`src/rtl/rf_wport_arbiter_if.sv`:
```
// Signal bundle between the pipeline (WB, LU, ID) and the register-file write-port arbiter.
// The arbiter side uses the slave modport; the pipeline side uses master.
interface rf_wport_arbiter_if;
   logic        wb_regwen;
   logic [4:0]  wb_rd;
   logic [31:0] wb_wdata;

   logic        lu_issue;
   logic [4:0]  lu_issue_rd;
   logic        lu_done;
   logic [4:0]  lu_rd;
   logic [31:0] lu_result;
   logic        lu_ready;

   logic        id_valid;
   logic [4:0]  id_ra1;
   logic [4:0]  id_ra2;
   logic [4:0]  id_rd;
   logic        id_sb_stall;

   logic        rf_we;
   logic [4:0]  rf_wa;
   logic [31:0] rf_wd;

   logic        busy;
   logic        sb_overflow;

   modport master (
      output wb_regwen, wb_rd, wb_wdata,
      output lu_issue, lu_issue_rd, lu_done, lu_rd, lu_result,
      input  lu_ready,
      output id_valid, id_ra1, id_ra2, id_rd,
      input  id_sb_stall,
      input  rf_we, rf_wa, rf_wd,
      input  busy, sb_overflow
   );

   modport slave (
      input  wb_regwen, wb_rd, wb_wdata,
      input  lu_issue, lu_issue_rd, lu_done, lu_rd, lu_result,
      output lu_ready,
      input  id_valid, id_ra1, id_ra2, id_rd,
      output id_sb_stall,
      output rf_we, rf_wa, rf_wd,
      output busy, sb_overflow
   );
endinterface

```
`src/rtl/rf_wport_arbiter.sv`:
```
// Shares the register file's single write port between WB (priority) and a buffered LU result
// FIFO, and keeps a pending-destination scoreboard that stalls ID on RAW/WAW hazards.
module rf_wport_arbiter #(
   parameter int DEPTH = 2
) (
   input logic               clk,
   input logic               rst,
   rf_wport_arbiter_if.slave bus
);

   localparam int            AW         = $clog2(DEPTH);
   localparam logic [AW:0]   FULL_COUNT = (AW + 1)'(DEPTH);

   // FIFO storage and bookkeeping
   logic [4:0]    fifo_rd   [DEPTH];
   logic [31:0]   fifo_data [DEPTH];
   logic [AW-1:0] wr_ptr;
   logic [AW-1:0] rd_ptr;
   logic [AW:0]   count;

   // Scoreboard and sticky error
   logic [31:0]   pending;
   logic          overflow_q;

   logic          wb_write;
   logic          fifo_empty;
   logic          fifo_ready;
   logic          push;
   logic          pop;
   logic          drop;
   logic [4:0]    head_rd;
   logic [31:0]   head_data;
   logic [31:0]   set_vec;
   logic [31:0]   clr_vec;
   logic [31:0]   pending_next;

   logic          rf_we_c;
   logic [4:0]    rf_wa_c;
   logic [31:0]   rf_wd_c;

   function automatic logic reg_hit(input logic [4:0]  r,
                                    input logic [31:0] pend,
                                    input logic        iss,
                                    input logic [4:0]  iss_rd);
      return (r != 5'd0) && (pend[r] || (iss && (iss_rd == r)));
   endfunction

   assign wb_write   = bus.wb_regwen && (bus.wb_rd != 5'd0);
   assign fifo_empty = (count == '0);
   // A same-cycle pop does not free a slot for the incoming result.
   assign fifo_ready = (count < FULL_COUNT);
   assign push       = bus.lu_done && fifo_ready;
   assign drop       = bus.lu_done && !fifo_ready;
   assign pop        = !wb_write && !fifo_empty;
   assign head_rd    = fifo_rd[rd_ptr];
   assign head_data  = fifo_data[rd_ptr];

   // Write-port mux: WB first, then FIFO head; an rd=0 head drains silently.
   always_comb begin
      // NOTE: every output of this block gets a default first so no latch can be inferred.
      rf_we_c = 1'b0;
      rf_wa_c = head_rd;
      rf_wd_c = head_data;
      if (wb_write) begin
         rf_we_c = 1'b1;
         rf_wa_c = bus.wb_rd;
         rf_wd_c = bus.wb_wdata;
      end else if (!fifo_empty) begin
         rf_we_c = (head_rd != 5'd0);
      end
      if (rst) begin
         rf_we_c = 1'b0;
      end
   end

   assign bus.rf_we = rf_we_c;
   assign bus.rf_wa = rf_wa_c;
   assign bus.rf_wd = rf_wd_c;

   // Scoreboard update: clear on drain, set on issue; set is applied last so it wins.
   always_comb begin
      set_vec = '0;
      clr_vec = '0;
      if (bus.lu_issue && (bus.lu_issue_rd != 5'd0)) begin
         set_vec[bus.lu_issue_rd] = 1'b1;
      end
      if (pop && (head_rd != 5'd0)) begin
         clr_vec[head_rd] = 1'b1;
      end
      pending_next = ((pending & ~clr_vec) | set_vec) & ~32'd1;
   end

   // NOTE: state registers use non-blocking assignments so every flop samples pre-edge values.
   always_ff @(posedge clk or posedge rst) begin
      if (rst) begin
         pending <= '0;
      end else begin
         pending <= pending_next;
      end
   end

   always_ff @(posedge clk or posedge rst) begin
      if (rst) begin
         wr_ptr     <= '0;
         rd_ptr     <= '0;
         count      <= '0;
         overflow_q <= 1'b0;
      end else begin
         if (push) begin
            wr_ptr <= wr_ptr + 1'b1;
         end
         if (pop) begin
            rd_ptr <= rd_ptr + 1'b1;
         end
         case ({push, pop})
            2'b10:   count <= count + 1'b1;
            2'b01:   count <= count - 1'b1;
            default: count <= count;
         endcase
         if (drop) begin
            overflow_q <= 1'b1;
         end
      end
   end

   // NOTE: the FIFO array is not reset; the pointers and count alone decide which entries are live.
   always_ff @(posedge clk) begin
      if (push) begin
         fifo_rd[wr_ptr]   <= bus.lu_rd;
         fifo_data[wr_ptr] <= bus.lu_result;
      end
   end

   assign bus.lu_ready    = fifo_ready;
   assign bus.sb_overflow = overflow_q;
   assign bus.busy        = (|pending) || !fifo_empty;
   assign bus.id_sb_stall = !rst && bus.id_valid &&
                            (reg_hit(bus.id_ra1, pending, bus.lu_issue, bus.lu_issue_rd) ||
                             reg_hit(bus.id_ra2, pending, bus.lu_issue, bus.lu_issue_rd) ||
                             reg_hit(bus.id_rd,  pending, bus.lu_issue, bus.lu_issue_rd));

endmodule
```
`src/flat_wrapper.sv`:
```
// flat-port wrapper written by rule: the top's interface ports become plain ports
module rf_wport_arbiter_flat 
#(
   parameter int DEPTH = 2
)
  (clk, rst, bus_wb_regwen, bus_wb_rd, bus_wb_wdata, bus_lu_issue, bus_lu_issue_rd, bus_lu_done, bus_lu_rd, bus_lu_result, bus_lu_ready, bus_id_valid, bus_id_ra1, bus_id_ra2, bus_id_rd, bus_id_sb_stall, bus_rf_we, bus_rf_wa, bus_rf_wd, bus_busy, bus_sb_overflow);
  rf_wport_arbiter_if bus_i ();
  input logic clk;
  input logic rst;
  input wire logic [$bits(bus_i.wb_regwen)-1:0] bus_wb_regwen;
  input wire logic [$bits(bus_i.wb_rd)-1:0] bus_wb_rd;
  input wire logic [$bits(bus_i.wb_wdata)-1:0] bus_wb_wdata;
  input wire logic [$bits(bus_i.lu_issue)-1:0] bus_lu_issue;
  input wire logic [$bits(bus_i.lu_issue_rd)-1:0] bus_lu_issue_rd;
  input wire logic [$bits(bus_i.lu_done)-1:0] bus_lu_done;
  input wire logic [$bits(bus_i.lu_rd)-1:0] bus_lu_rd;
  input wire logic [$bits(bus_i.lu_result)-1:0] bus_lu_result;
  output wire logic [$bits(bus_i.lu_ready)-1:0] bus_lu_ready;
  input wire logic [$bits(bus_i.id_valid)-1:0] bus_id_valid;
  input wire logic [$bits(bus_i.id_ra1)-1:0] bus_id_ra1;
  input wire logic [$bits(bus_i.id_ra2)-1:0] bus_id_ra2;
  input wire logic [$bits(bus_i.id_rd)-1:0] bus_id_rd;
  output wire logic [$bits(bus_i.id_sb_stall)-1:0] bus_id_sb_stall;
  output wire logic [$bits(bus_i.rf_we)-1:0] bus_rf_we;
  output wire logic [$bits(bus_i.rf_wa)-1:0] bus_rf_wa;
  output wire logic [$bits(bus_i.rf_wd)-1:0] bus_rf_wd;
  output wire logic [$bits(bus_i.busy)-1:0] bus_busy;
  output wire logic [$bits(bus_i.sb_overflow)-1:0] bus_sb_overflow;
  assign bus_i.wb_regwen = bus_wb_regwen;
  assign bus_i.wb_rd = bus_wb_rd;
  assign bus_i.wb_wdata = bus_wb_wdata;
  assign bus_i.lu_issue = bus_lu_issue;
  assign bus_i.lu_issue_rd = bus_lu_issue_rd;
  assign bus_i.lu_done = bus_lu_done;
  assign bus_i.lu_rd = bus_lu_rd;
  assign bus_i.lu_result = bus_lu_result;
  assign bus_lu_ready = bus_i.lu_ready;
  assign bus_i.id_valid = bus_id_valid;
  assign bus_i.id_ra1 = bus_id_ra1;
  assign bus_i.id_ra2 = bus_id_ra2;
  assign bus_i.id_rd = bus_id_rd;
  assign bus_id_sb_stall = bus_i.id_sb_stall;
  assign bus_rf_we = bus_i.rf_we;
  assign bus_rf_wa = bus_i.rf_wa;
  assign bus_rf_wd = bus_i.rf_wd;
  assign bus_busy = bus_i.busy;
  assign bus_sb_overflow = bus_i.sb_overflow;
  rf_wport_arbiter #(.DEPTH(DEPTH)) u_core (.clk(clk), .rst(rst), .bus(bus_i));
endmodule
```
`config.mk`:
```
export PLATFORM = sky130hd
export DESIGN_NAME = rf_wport_arbiter_flat
export DESIGN_NICKNAME = d
export VERILOG_FILES = /design/src/rtl/rf_wport_arbiter_if.sv /design/src/rtl/rf_wport_arbiter.sv /design/src/flat_wrapper.sv
export SDC_FILE = /design/constraint.sdc
export NUM_CORES = 1
export LEC_CHECK = 0
export ABC_CLOCK_PERIOD_IN_PS = 3600
export CORE_MARGIN = 8
export CORE_UTILIZATION = 50
export CTS_BUF_LIST = sky130_fd_sc_hd__clkbuf_8 sky130_fd_sc_hd__clkbuf_16
export DETAILED_ROUTE_END_ITERATION = 6
export PLACE_DENSITY = 0.8
export SYNTH_ARGS = -nofsm -noshare
export SYNTH_HDL_FRONTEND = slang
export SYNTH_SLANG_ARGS = --single-unit
```
`constraint.sdc`:
```
create_clock -name clk -period 3.6 [get_ports clk]
set_clock_uncertainty 0.15 [all_clocks]
set_input_delay 0.36 -clock clk [delete_from_list [all_inputs] [get_ports clk]]
set_output_delay 0.36 -clock clk [all_outputs]
set_load 0.005 [all_outputs]
```
After elaboration in Yosys (flattened, before gate mapping)
Memories as Yosys holds them, arrays and structs flattened.
Cells that the tools add are included.
Widths: inputs -> output; s select.
{"block": "word_totals", "elab_cells": 82, "n_memories": 2, "out_inout_bits": 42, "ram_bits": 74, "in_bits": 100, "reg_bits": 36}
{"name": "u_core.fifo_data", "depth": 2, "word_bits": 32, "rd": 1, "rd_clocked_by_memory_dff": 0, "wr": 1, "line_no": "rf_wport_arbiter.sv:16", "rtl": "logic [31:0] fifo_data [DEPTH];"}
{"name": "u_core.fifo_rd", "depth": 2, "word_bits": 5, "rd": 1, "rd_clocked_by_memory_dff": 0, "wr": 1, "line_no": "rf_wport_arbiter.sv:15", "rtl": "logic [4:0] fifo_rd [DEPTH];"}
{"block": "classes", "n_reduce_logical": 35, "eq_ne": 5, "n_bitwise": 3, "n_addsub": 4, "muxes": 20, "magnitude_cmp": 8}
{"cell": "$mux 32", "n": 3}
{"cell": "$and 32x32->32", "n": 1}
{"cell": "$not 32->32", "n": 1}
{"cell": "$or 32x32->32", "n": 1}
{"cell": "$reduce_or 31->1", "n": 1}
{"cell": "$lt 5x6->1 const B", "n": 5}
{"cell": "$reduce_bool 5->1", "n": 6}
{"cell": "$logic_and 1x1->1", "n": 16}
{"cell": "$bmux 1 s5", "n": 3}
{"cell": "$eq 5x5->1", "n": 3}
{"cell": "$demux 1 s5", "n": 2}
{"cell": "$ge 5x1->1 const B", "n": 2}
{"cell": "$mux 1", "n": 10}
{"cell": "$logic_or 1x1->1", "n": 6}
{"cell": "$mux 5", "n": 1}
{"cell": "$logic_not 1->1", "n": 4}
{"cell": "$pmux 2 s2", "n": 1}
{"cell": "$add 1x1->1 const B", "n": 2}
{"cell": "$add 2x1->2 const B", "n": 1}
{"cell": "$eq 2x1->1 const B", "n": 1}
{"cell": "$eq 2x2->1 const B", "n": 1}
{"cell": "$logic_not 2->1", "n": 1}
{"cell": "$lt 2x2->1 const B", "n": 1}
{"cell": "$reduce_bool 2->1", "n": 1}
{"cell": "$sub 2x1->2 const B", "n": 1}

Longest topological paths before layout
{"block": "logic_depth", "ltp_word": 9, "ltp_mapped": 8, "depth_no_buf": 8}

Worst setup path after synthesis
Ideal clock, no wire load.
{"block": "synth_path", "kind": "register -> register", "startpoint": "register u_core.count[1]", "endpoint": "memory u_core.fifo_data[0][0], enable pin", "period_less_slack_ns": 2.765, "setup_ns": 0.431, "required_time_ns": 3.019, "path_buffers": 0, "setup_slack_ns": 0.835, "arrival_time_ns": 2.184, "stages_incl_launch_ff": 4, "path_cell_list": "dfrtp_1 -> inv_1 -> nand2_1 -> nor2_1"}
{"block": "synth_via", "elab_chain_cells": 4}
{"element": "from (decl)", "line_no": "rf_wport_arbiter.sv:19", "rtl": "logic [AW:0] count;"}
{"element": "from (signal assigned)", "line_no": "rf_wport_arbiter.sv:116", "rtl": "2'b10: count <= count + 1'b1;"}
{"element": "from (signal assigned)", "line_no": "rf_wport_arbiter.sv:117", "rtl": "2'b01: count <= count - 1'b1;"}
{"element": "from (signal assigned)", "line_no": "rf_wport_arbiter.sv:118", "rtl": "default: count <= count;"}
{"element": "$lt 2x2->1", "line_no": "rf_wport_arbiter.sv:51", "rtl": "assign fifo_ready = (count < FULL_COUNT);"}
{"element": "named net bus_lu_ready", "line_no": "flat_wrapper.sv:18", "rtl": "output wire logic [$bits(bus_i.lu_ready)-1:0] bus_lu_ready;"}
{"element": "$logic_and 1x1->1", "line_no": "rf_wport_arbiter.sv:52", "rtl": "assign push = bus.lu_done && fifo_ready;"}
{"element": "$mux 1", "line_no": "rf_wport_arbiter.sv:128", "rtl": "if (push) begin"}
{"element": "$mux 1 (implied by the code)", "line_no": "rf_wport_arbiter.sv:130", "rtl": "fifo_data[wr_ptr] <= bus.lu_result;"}
{"element": "to (decl)", "line_no": "rf_wport_arbiter.sv:16"}
The timed path passes the listed nets, and every way through them passes these cells.

Final worst setup path
{"block": "layout_path", "startpoint": "input bus_wb_rd[2]", "endpoint": "output bus_rf_wd[13]"}
{"block": "layout_via", "elab_chain_cells": 3}
{"element": "from (decl)", "line_no": "flat_wrapper.sv:11", "rtl": "input wire logic [$bits(bus_i.wb_rd)-1:0] bus_wb_rd;"}
{"element": "$reduce_bool 5->1", "line_no": "rf_wport_arbiter.sv:48", "rtl": "assign wb_write = bus.wb_regwen && (bus.wb_rd != 5'd0);"}
{"element": "$logic_and 1x1->1", "line_no": "rf_wport_arbiter.sv:48"}
{"element": "$mux 32", "line_no": "rf_wport_arbiter.sv:64", "rtl": "if (wb_write) begin"}
{"element": "to (decl)", "line_no": "flat_wrapper.sv:26", "rtl": "output wire logic [$bits(bus_i.rf_wd)-1:0] bus_rf_wd;"}
No other way between the ends.

==> key figures <==
Layout
  • Antenna cells: 0
  • Syn-to-layout area delta: 33.6%
  • Share of cells above drive strength 1: 9.95%
  • Fin nets: 729

Yosys
  • Post-synthesis net count: 593
  • Ys async rst share: 32.7%
  • Synth area leader: edfxtp_1
  • Number of synthesized flops with an enable pin: 74
  • Count leader, synth: o21ai_0
  • Yosys Warn Count: 0
  • Area share of the leading cell type in the synthesized netlist: 38.8%
  • Sequential area share after synthesis: 54.5%
  • Synthesized area: 0.00573 sq mm
  • Seq cells post-synth: 110
  • Synth cell types: 49
  • Post-synth top cells: 91 x o21ai_0, 74 x edfxtp_1, 58 x nand2_1, 38 x mux2i_1, 36 x dfrtp_1
  • Dominant synthesized flop cell: edfxtp_1
  • Avg Cell Area, Syn: 11.6 sq um
  • Synth area leaders: edfxtp_1 39%, dfrtp_1 16%, mux4_2 8.3%
  • Post-synthesis cell count: 492

Critical path
  • Crit end category: primary output
  • CP bufs+invs: 3
  • Crit-path most repeated cell: clkdlybuf4s50_1
  • CP top delay family: buffers and inverters
  • CP max-delay cell: clkdlybuf4s50_1
  • Crit path cell chain: clkdlybuf4s50_1 > or4_4 > o21a_2 > buf_12 > o21ai_0 > clkdlybuf4s50_1
  • Worst-path maximum fanout: 36
  • Critical setup path kind: in -> out
  • CP required: 3090 ps
  • R2R depth: 5
  • Worst path max stage delay: 600 ps
  • WP data arrival: 2870 ps
  • Startpoint Class: primary input
  • Crit path depth: 6

Die
  • Area of the die: 0.0151 sq mm
  • Core Area: 0.0113 sq mm
  • Starting density of the core: 50.6%
  • FP Rows: 39
  • Height of the chip: 123 um
  • # IOs: 142
  • Die X: 123 um

Drt
  • Residual DRC count: 0
  • Remaining antenna violation count after routing: 0
  • WL/cell: 21.0 um
  • Vias: 4,661
  • Pre-antenna DRT Iters: 4
  • Initial drt markers: 307
  • DR vias/cell: 6.01
  • Final WL: 16.3 mm

GRT
  • Vias in the first global route: 4,989
  • GRT overflow: 0
  • Initial antenna violation count: 0
  • Largest net degree at the start of global routing: 38
  • Global-route wire length before repair: 25.7 mm
  • GRT Resource Usage Total: 22.0%

Timing
  • Worst hold slack: 332 ps
  • Max-slew violations: 0
  • Worst Setup Slack, final: 218 ps
  • Slew @ Worst Pin: 886 ps
  • Rel. slew slack: 40.9%
  • Min cycle time layout: 3380 ps
  • Final Hold Fails: 0
  • Fin crit share: 93.9%
  • RSZ-0062 raised after global routing: false
  • Final setup viols: 0
  • F_max: 296 MHz
  • Total negative slack: 0 ps

Clock network
  • H-tree Lvls: 3
  • Post-CTS Setup Repair Bufs: 0
  • Num CTS Buffers: 9
  • Cts hold-fix bufs: 0
  • Clk sinks: 110
  • CTS tree: yes
  • Clk buf depth: 2
  • Clk_lat worst skew: 350 ps
  • Root Buffer: clkbuf_16
  • Post-cts sizing count: 0
  • CTS clock-pin slew for the worst setup and hold paths: 70 ps

Status
  • Status: complete, no violations

Placed design
  • GPL Wtd Cong: 0.952
  • Port Buffers: 141
  • DP Worst Slack: 155 ps
  • Hpwl dp: 12.4 mm

Pwr
  • Max rail drop VDD: 373 uV
  • Pwr dens: 636 mW/mm^2
  • P_leak: 2.79 nW

Worst hold path
  • Worst min path class: in -> async

Run
  • MaxCap Viol Count: 0
==> registers in the layout (all words and copies together), names as in the netlist <==
signal,count
u_core.count,2
u_core.fifo_rd,10
u_core.fifo_data,64
u_core.rd_ptr,1
u_core.bus.sb_overflow,1
u_core.pending,31
u_core.wr_ptr,1
==> kinds of logic after synthesis <==
group,share of synthesized area (%)
simple gates,10.6
xor+xnor,3.06
fa+ha+maj,0.218
flops,54.5
buf+inv,2.79
mux,15.5
compound gates,13.4
==> through the flow <==
stage          instances  util (%)  cell area, sq um  power (mW)
2_1_floorplan        492         -              5730        3.03
3_3_place_gp         760      64.6              7310        3.71
3_5_place_dp         760      64.6              7310        3.78
4_1_cts              776      67.6              7650        4.87
5_1_grt              776      67.6              7650        5.12
6_report             776      67.6              7650        4.87
==> layer usage <==
layer	global-route usage [%]	part of all wire, %	vias up
met2	36.7	48	241
met1	25.2	40	2234
li1	-	-	2146
met5	0	0	-
met4	9.93	2.8	0
met3	7.49	9.6	40
==> layout by cell type (no fill, tap or decap), types with 2 or more instances in the layout <==
cell type | synthesis | layout
o32ai_1 | 3 | 3
nor3_1 | 3 | 3
nand3b_1 | 2 | 2
clkbuf_16 | 0 | 9
a31oi_1 | 4 | 4
nor2b_1 | 6 | 6
inv_6 | 0 | 3
a21oi_1 | 12 | 12
nand2b_1 | 5 | 5
mux2_2 | 3 | 3
mux2i_1 | 38 | 38
nand3_1 | 13 | 13
xor2_1 | 12 | 12
xnor2_1 | 8 | 8
dfrtp_1 | 36 | 35
nor2_1 | 10 | 9
bufinv_16 | 0 | 2
and3_1 | 3 | 2
inv_1 | 12 | 12
nand2_1 | 58 | 58
o21ai_0 | 91 | 91
nand2_2 | 3 | 3
mux4_2 | 21 | 21
o21ai_1 | 8 | 8
clkdlybuf4s50_1 | 0 | 140
o22ai_1 | 2 | 2
clkbuf_8 | 0 | 2
nor4_1 | 10 | 10
o2bb2ai_1 | 3 | 3
buf_4 | 0 | 10
nand4_1 | 6 | 6
edfxtp_1 | 74 | 74
==> where the power goes <==
| part | leakage, nW | internal [mW] | total (mW) | switching (mW) |
|---|---|---|---|---|
| Clock | 0.167 | 0.655 | 1.10 | 0.445 |
| Combinational | 1.52 | 0.870 | 1.67 | 0.803 |
| Sequential | 1.10 | 1.73 | 2.10 | 0.365 |
==> worst paths after layout <==
path / slack, ps / endpoint / start
max reg2reg: 1360 / u_core.pending[25]$_DFF_PP0_ / u_core.rd_ptr$_DFFE_PP0P_
max in group asynchronous: 2240 / u_core.pending[26]$_DFF_PP0_ / rst
max: 220 / bus_rf_wd[13] / bus_wb_rd[2]
min in group clk: 350 / u_core.bus.sb_overflow$_DFFE_PP0P_ / u_core.bus.sb_overflow$_DFFE_PP0P_
min reg2reg: 350 / u_core.bus.sb_overflow$_DFFE_PP0P_ / u_core.bus.sb_overflow$_DFFE_PP0P_
min: 330 / u_core.wr_ptr$_DFFE_PP0P_ / rst
==> area by class of cell <==
type,instances,area (sq um)
fill,845,3670
sequential,110,3120
multi-input combinational,343,2460
timing repair buffer,152,1510
clock buffer,11,253
tap,143,179
clock inverter,5,86.3
inverter,12,45.0
Note: power is estimated with default switching activity, not from simulation.
